<file path="config.mk">
export PLATFORM = sky130hd
export DESIGN_NAME = gpmc_dma_bridge
export DESIGN_NICKNAME = d
export VERILOG_FILES = /design/src/rtl/gpmc_dma_bridge.sv
export SDC_FILE = /design/constraint.sdc
export NUM_CORES = 1
export LEC_CHECK = 0
export CORE_MARGIN = 2
export CORE_UTILIZATION = 56
export CTS_BUF_LIST = sky130_fd_sc_hd__clkbuf_8
export CTS_CLUSTER_SIZE = 12
export DETAILED_ROUTE_END_ITERATION = 8
export PLACE_DENSITY_LB_ADDON = 0.15
export SETUP_SLACK_MARGIN = 0.02
export SLEW_MARGIN = 20
export SYNTH_ARGS = -nofsm -noshare
export SYNTH_HDL_FRONTEND = slang
export SYNTH_SLANG_ARGS = --single-unit
</file>
<file path="constraint.sdc">
create_clock -name sys_clk -period 5.3 [get_ports sys_clk]
set_clock_uncertainty 0.2 [all_clocks]
set_input_delay 1.325 -clock sys_clk [delete_from_list [all_inputs] [get_ports sys_clk]]
set_output_delay 1.325 -clock sys_clk [all_outputs]
set_load 0.005 [all_outputs]
</file>
<file path="src/rtl/gpmc_dma_bridge.sv">
// rtl/gpmc_dma_bridge.sv - GPMC-to-stream bridge with per-channel FIFOs and DMA requests
module gpmc_dma_bridge #(
  parameter int N_FROM     = 2,
  parameter int N_TO       = 2,
  parameter int DEPTH_LOG2 = 4,
  parameter int BURST      = 8
) (
  input  logic                   sys_clk,
  input  logic                   sys_rst,
  input  logic [9:0]             gpmc_a,
  input  logic [15:0]            gpmc_d_i,
  output logic [15:0]            gpmc_d_o,
  output logic                   gpmc_d_oe,
  input  logic                   gpmc_we_n,
  input  logic                   gpmc_oe_n,
  input  logic                   gpmc_ale_n,
  input  logic                   gpmc_dma_cs_n,
  output logic [N_FROM+N_TO-1:0] gpmc_dmareq_n,
  output logic [N_FROM-1:0]      s_from_stb,
  input  logic [N_FROM-1:0]      s_from_ack,
  output logic [16*N_FROM-1:0]   s_from_data,
  input  logic [N_TO-1:0]        s_to_stb,
  output logic [N_TO-1:0]        s_to_ack,
  input  logic [16*N_TO-1:0]     s_to_data,
  output logic [N_FROM-1:0]      ovf,
  output logic [N_TO-1:0]        unf,
  input  logic                   err_clr
);

  localparam int CW = DEPTH_LOG2 + 1;
  localparam logic [CW-1:0] DEPTH_C = CW'(1 << DEPTH_LOG2);
  localparam logic [CW-1:0] BURST_C = CW'(BURST);

  // Full latched address; only the low nibble selects a channel.
  logic [25:0] ar;
  logic        we_n_q;
  logic        oe_n_q;
  logic [3:0]  ch;
  logic        wr_beat;
  logic        rd_pop;

  assign ch        = ar[3:0];
  assign wr_beat   = ~gpmc_dma_cs_n & gpmc_ale_n & we_n_q & ~gpmc_we_n;
  assign rd_pop    = ~gpmc_dma_cs_n & ~oe_n_q & gpmc_oe_n;
  assign gpmc_d_oe = ~gpmc_dma_cs_n & ~gpmc_oe_n & gpmc_ale_n;

  // Address latch and strobe history for edge detection on we_n / oe_n.
  always_ff @(posedge sys_clk) begin
    if (sys_rst) begin
      ar     <= '0;
      we_n_q <= 1'b1;
      oe_n_q <= 1'b1;
    end else begin
      if (!gpmc_ale_n) ar <= {gpmc_a, gpmc_d_i};
      we_n_q <= gpmc_we_n;
      oe_n_q <= gpmc_oe_n;
    end
  end

  // Host -> stream channels.
  for (genvar i = 0; i < N_FROM; i++) begin : g_from
    logic [15:0]           mem [1 << DEPTH_LOG2];
    logic [DEPTH_LOG2-1:0] wp;
    logic [DEPTH_LOG2-1:0] rp;
    logic [CW-1:0]         cnt;
    logic                  sel;
    logic                  full;
    logic                  push;
    logic                  pop;
    logic                  ovf_q;
    logic                  req_n_q;

    assign sel  = wr_beat && (ch == 4'(i));
    assign full = (cnt == DEPTH_C);
    assign push = sel & ~full;
    assign pop  = (cnt != '0) & s_from_ack[i];

    assign s_from_stb[i]          = (cnt != '0);
    assign s_from_data[16*i +: 16] = mem[rp];
    assign ovf[i]                 = ovf_q;
    assign gpmc_dmareq_n[i]       = req_n_q;

    // FIFO state, sticky overflow, and free-space DMA request.
    always_ff @(posedge sys_clk) begin
      if (sys_rst) begin
        wp      <= '0;
        rp      <= '0;
        cnt     <= '0;
        ovf_q   <= 1'b0;
        req_n_q <= 1'b1;
      end else begin
        if (push) begin
          mem[wp] <= gpmc_d_i;
          wp      <= wp + 1'b1;
        end
        if (pop) rp <= rp + 1'b1;
        cnt <= cnt + CW'(push) - CW'(pop);
        if (err_clr)          ovf_q <= 1'b0;
        else if (sel && full) ovf_q <= 1'b1;
        req_n_q <= !((DEPTH_C - cnt) >= BURST_C);
      end
    end
  end

  // Stream -> host channels.
  logic [15:0]     to_head [N_TO];
  logic [N_TO-1:0] to_empty;

  for (genvar i = 0; i < N_TO; i++) begin : g_to
    logic [15:0]           mem [1 << DEPTH_LOG2];
    logic [DEPTH_LOG2-1:0] wp;
    logic [DEPTH_LOG2-1:0] rp;
    logic [CW-1:0]         cnt;
    logic                  sel;
    logic                  full;
    logic                  empty;
    logic                  push;
    logic                  pop;
    logic                  unf_q;
    logic                  req_n_q;

    assign sel   = rd_pop && (ch == 4'(i));
    assign full  = (cnt == DEPTH_C);
    assign empty = (cnt == '0);
    assign push  = s_to_stb[i] & s_to_ack[i];
    assign pop   = sel & ~empty;

    assign s_to_ack[i]              = ~full & ~sys_rst;
    assign to_head[i]               = mem[rp];
    assign to_empty[i]              = empty;
    assign unf[i]                   = unf_q;
    assign gpmc_dmareq_n[N_FROM+i]  = req_n_q;

    // FIFO state, sticky underflow, and fill-level DMA request.
    always_ff @(posedge sys_clk) begin
      if (sys_rst) begin
        wp      <= '0;
        rp      <= '0;
        cnt     <= '0;
        unf_q   <= 1'b0;
        req_n_q <= 1'b1;
      end else begin
        if (push) begin
          mem[wp] <= s_to_data[16*i +: 16];
          wp      <= wp + 1'b1;
        end
        if (pop) rp <= rp + 1'b1;
        cnt <= cnt + CW'(push) - CW'(pop);
        if (err_clr)           unf_q <= 1'b0;
        else if (sel && empty) unf_q <= 1'b1;
        req_n_q <= !(cnt >= BURST_C);
      end
    end
  end

  // Head word of the addressed to-channel, zero when empty or out of range.
  logic [15:0] rd_word;
  always_comb begin
    rd_word = '0;
    for (int k = 0; k < N_TO; k++) begin
      if (ch == 4'(k) && !to_empty[k]) rd_word = to_head[k];
    end
  end

  // Read data is registered every cycle, giving one cycle of latency.
  always_ff @(posedge sys_clk) begin
    if (sys_rst) gpmc_d_o <= '0;
    else         gpmc_d_o <= rd_word;
  end

endmodule

</file>
==> metrics.txt <==
outcome=finished, final reports clean; vias in the first global route=roughly 22,000; Final setup viols=0; largest net degree at the start of global routing=between 70 and 80; #FFs+latches synth=1,122; Peak VDD IR=around 0.32 mV; final slew viol count=0; Post-CTS Setup Bufs=0; Leak Pwr=~16 nW; Core Area=approximately 76,000 µm²; crit path time final=~4.9 ns; first-pass GRT wire length=roughly 140,000 µm; remaining global-route overflow=0; CTS max path bufs=3; Primary FF master, synth=edfxtp_1; hold buffers post-CTS=0; row count=roughly 100; most used cell, CP=mux4_2; PortBufs=about 120; RSZ-0062 raised after global routing=false; Post-synth EDFFs=about 1,000; Worst Slack Setup Final=0.368 ns; pwr dens=slightly below 400 nW/µm²; Max FO, Critical Path=28; Total Wirelength=between 90,000 and 100,000 µm; GRT Resource Usage Total=0.239; # clock sinks=about 1,100; Slew HR=0.230; CTS tree=built; Final Hold Fails=0; Min Hold Slack=roughly 0.30 ns; CP required=between 3 and 4 ns; max cap viols=0; Slew @ Worst Pin=about 1.2 ns; Fin Setup TNS=0 ns; synthesized area per cell=20.0 µm²; Root Driver=clkbuf_8; Iteration-0 DRC Markers=around 1,800; Routability Congestion=0.768; htree depth=4; Yosys warnings=0; share of cells above drive strength 1=0.241; antenna-violating nets left=0; fin crit share=0.931; Worst path max stage delay=between 0.7 and 0.8 ns; starting density of the core=0.568; Clock Latency Late Sink=between 0.8 and 0.9 ns; syn nets=approximately 2,300; unique cell type count in the Yosys netlist=48; DP HPWL=~54,000 µm; ordered cell list for the critical path=buf_4, mux4_2, mux4_2, clkdlybuf4s50_1; total vias in the final route=21,500; Worst Setup Path Type=reg2out; sequential element share of the synthesized area=0.756; Pre-antenna DRT Iters=5; final net count=around 2,600; Async SR Flop Fraction=0; routed len/inst=about 26 µm; Die H=around 280 µm; initial antenna violation count=1; post-layout util=0.649; Startpoint Class=flip-flop; total CTS buffers=around 170; CP max stage cell=dfxtp_4; Crit. End Element=output pin; clock-pin slew of the registers on the worst-case setup and hold paths=0.06 ns; post-CTS sizing=0; Syn Inst Count=roughly 2,200; area grow syn2layout=14.2%; # IOs=between 100 and 150; drc violations=0; total power=around 19 mW; Die ar.=79,500 µm²; Syn Std Cell Area=between 40,000 and 50,000 µm²; Hold Path Class=reg2reg; Max Clk Rate=between 0.2 and 0.25 GHz; CP Data Arrival Time=3.41 ns; Place WS=roughly 0.57 ns; vias per cell=5.93; Die W=about 280 µm
Yosys cell counts, types with 19 or more instances:
cell / n / area share
mux2i_1: 170 / 0.039
mux4_2: 224 / 0.12
nand3_1: 25 / 0.0029
xor2_1: 21 / 0.0043
nor2_1: 114 / 0.0099
inv_1: 41 / 0.0036
o21ai_0: 34 / 0.0039
nand2_1: 32 / 0.0028
buf_2: 19 / 0.0022
clkbuf_1: 59 / 0.0051
o22ai_1: 64 / 0.0093
edfxtp_1: 1024 / 0.71
buf_1: 26 / 0.0023
ha_1: 52 / 0.015
dfxtp_1: 98 / 0.045
flip-flops by register name, indices dropped and copies added, names as in the netlist, named ones only:
| name | count |
|---|---|
| g_from.wp | 8 |
| g_to.cnt | 10 |
| gpmc_d_o | 16 |
| g_to.req_n_q | 2 |
| g_from.req_n_q | 2 |
| g_from.cnt | 10 |
| ar | 4 |
| g_to.rp | 8 |
| g_from.rp | 8 |
| g_from.mem | 512 |
| g_to.wp | 8 |
| oe_n_q | 1 |
| g_to.unf_q | 2 |
| g_from.ovf_q | 2 |
| g_to.mem | 512 |
| we_n_q | 1 |
kinds of logic after synthesis:
logic type,synth area share
AO/OA/AOI/OAI,0.0198
flip-flops,0.756
multiplexers,0.156
AND/OR/NAND/NOR,0.0292
XOR/XNOR,0.00749
buffers and inverters,0.0148
adder cells (fa/ha/maj),0.0169
cell usage in the layout, fill, tap and decap left out, types with 8 or more instances in the layout:
cell,instances
nand4_1,8
o21ai_0,34
mux4_2,224
o22a_1,16
xnor2_1,16
nor2b_1,12
mux2i_1,170
clkinv_2,16
nor3_1,8
buf_4,105
a21oi_1,11
nand2_1,31
buf_2,16
clkinv_1,21
ha_1,52
nor2_1,88
nand3_1,25
nor2_2,25
nor3_2,10
dfxtp_1,89
edfxtp_1,1024
clkdlybuf4s50_1,102
inv_1,119
o22ai_1,64
clkbuf_8,184
xor2_1,21
area by class of cell:
cell class	count	area (µm²)
Fill cell	5156	26800
Sequential cell	1122	32700
Multi-Input combinational cell	882	10100
Tap cell	1030	1290
Timing Repair Buffer	228	1980
Inverter	41	154
Antenna cell	2	5.00
Clock inverter	132	677
Clock buffer	184	2530
report_power, final:
group / switching (mW) / internal [mW]
Sequential: 0.239 / 9.83
Clock: 3.26 / 3.33
Combinational: 1.12 / 1.37
Total: 4.63 / 14.5
worst max-delay path, delay by kind of cell (launching register included):
kind	cells	cell delay [ns]
buf+inv	2	0.83
flops	1	0.72
mux	2	1.02
final timing paths:
kind,start,end,slack (ns),cells after the start
min,g_from[0].rp[3]$_SDFFE_PP0P_,flip-flop,0.30,2
max reg2reg,g_to[1].cnt[2]$_SDFF_PP0_,g_to[1].cnt[4]$_SDFF_PP0_,1.83,14
min reg2reg,g_from[0].rp[3]$_SDFFE_PP0P_,flip-flop,0.30,2
max,flip-flop,s_from_data[9],0.37,4
per-stage QoR:
step / instance area, µm² / instances
finish: 49400 / 3621
CTS: 49500 / 3619
floorplan: 43300 / 2159
detailed placement: 46300 / 3303
global placement: 46300 / 3302
global route: 49400 / 3620
metal layers:
layer / GRT usage / part of all wire
met5: 0 / 0
met4: 0.0761 / 0.025
met3: 0.0485 / 0.069
met2: 0.391 / 0.49
met1: 0.328 / 0.41
No activity file was read; power rests on OpenSTA's default activity.
==> patch, RTL diff (same settings) <==
Set the parameter `DEPTH_LOG2` to 5 (it was 4).
--- a/src/rtl/gpmc_dma_bridge.sv
+++ b/src/rtl/gpmc_dma_bridge.sv
@@ -2,7 +2,7 @@
 module gpmc_dma_bridge #(
   parameter int N_FROM     = 2,
   parameter int N_TO       = 2,
-  parameter int DEPTH_LOG2 = 4,
+  parameter int DEPTH_LOG2 = 5,
   parameter int BURST      = 8
 ) (
   input  logic                   sys_clk,
Check against the original RTL: no difference found for any inputs over 4 cycles, from zero or initial values and one cycle with sys_rst high; that may be too few to reach the edited logic, so the function may still have changed.
==> patch against the unedited design <==
- cell area is 92% higher
- worst hold slack better by 0.017 ns
- worst setup slack worse by 0.23 ns
- count of clock-buffer cells in the layout is 197 higher
- maximum frequency is 4.5% lower
- cell count is 80% higher
- total power is 93% higher
- sequential cell count is 1040 higher
- routed wire length is 100% higher
- area after synthesis is 93% higher
- highest routed layer is now met5
==> patch: results (changes against the unedited design) <==
| Metric | Value |
|---|---|
| Outcome | complete, no violations (unchanged) |
| Slowest stage delay, CP | 0.56 ns (was 0.72 ns) |
| GPL Wtd Cong | 0.796 (was 0.768) |
| Pin count of the biggest net entering global routing | 66 (was 79) |
| Worst Setup EP | s_from_data[15] (was s_from_data[9]) |
| ANT cells | 4 (was 2) |
| First-pass GRT wire length | 272 mm (was 137 mm) |
| Reg2reg start | ar[3] (was g_to[1].cnt[2]) |
| H-tree levels | 5 (was 4) |
| Dpl hpwl | 106 mm (was 53.9 mm) |
| Syn nets | 3943 (was 2284) |
| Peak VDD IR | 0.279 mV (was 0.324 mV) |
| Least-Margin Pin Slew | 1.07 ns (was 1.15 ns) |
| Count of cell types in the netlist | 71 (was 48) |
| Final WS setup | 0.133 ns (was 0.368 ns) |
| Combinational power share | 12.8% (was 13.0%) |
| R2R Setup Slk | 1.65 ns (was 1.83 ns) |
| Sequential power share | 51.6% (was 52.5%) |
| Initial antenna violation count | 9 (was 1) |
| Max FO, Critical Path | 7 (was 28) |
| Non-clock buffer count | 357 (was 228) |
| Seq cells | 2162 (was 1122) |
| Reg-to-Reg End | g_from[0].cnt[4] (was g_to[1].cnt[4]) |
| Multi-input gate area | 0.0187 mm^2 (was 0.0101 mm^2) |
| Pint | 28300 uW (was 14500 uW) |
| Share of layout cells above drive strength 1 | 30.9% (was 24.1%) |
| Most instantiated cells after synthesis | edfxtp_1 (2048), mux4_2 (570), nor2_1 (217) (was edfxtp_1 (1024), mux4_2 (224), mux2i_1 (170)) |
| Post-synth EDFFs | 2048 (was 1024) |
| Worst path slowest cell | mux4_2 (was dfxtp_4) |
| 1st-iter DRT viols | 4062 (was 1788) |
| Non-clk buf share | 3.48% (was 4.01%) |
| CLK BUF | 381 (was 184) |
| DP Worst Slack | 0.662 ns (was 0.566 ns) |
-- patch: per-stage QoR --
step | instances | util, % | hold slack [ns] | power [uW] | cell area (um^2)
2_1_floorplan | 3808 | - | 0.270 | 22300 | 83500
3_3_place_gp | 5878 | 59.6 | 0.291 | 23800 | 88100
3_5_place_dp | 5878 | 59.6 | 0.298 | 23900 | 88100
4_1_cts | 6507 | 64.1 | 0.313 | 37200 | 94800
5_1_grt | 6510 | 64.1 | 0.350 | 38300 | 94800
6_report | 6513 | 64.1 | 0.319 | 36900 | 94800
-- patch: worst min path at each step --
stage / from / endpoint / slack [ns] / depth (start not counted)
after floorplan: ar[2] / ar[2] / 0.27 / 2
after global placement: ar[3] / ar[3] / 0.29 / 2
after detailed placement: ar[2] / ar[2] / 0.30 / 2
after CTS: ar[2] / ar[2] / 0.31 / 2
after global routing: g_from[1].wp[1] / g_from[1].wp[1] / 0.35 / 2
final: g_from[1].wp[1] / g_from[1].wp[1] / 0.32 / 2
-- patch: kinds of logic (layout without fill, tap and decap cells) --
kind of cell / after synthesis / in the layout / synth area share [%]
xor gates and xnor gates: 47 / 47 / 0.493
buffers and inverters: 251 / 1022 / 1.45
AOI/OAI and AO/OA: 193 / 193 / 1.70
and+or+nand+nor: 418 / 418 / 2.33
DFF: 2162 / 2162 / 76.4
muxes: 671 / 671 / 16.6
adders and majority gates: 66 / 66 / 1.02
other: 0 / 4 / 0
-- patch: metal layers --
metal  track usage (%)  part of all wire [%]  vias to the layer above
met5                 0                 0.028                        -
met1              35.3                    41                    21142
met4              8.22                   2.8                        8
li1                  -                     -                    16913
met3              4.37                   7.0                      338
met2              39.5                    49                     1588
-- patch: what timing repair did --
item / CTS / global route
setup endpoints to repair: 30 / 8
gates cloned: 5 / 2
buffers inserted: 11 / 0
gates resized for setup: 13 / 3
pin swaps: 0 / 0
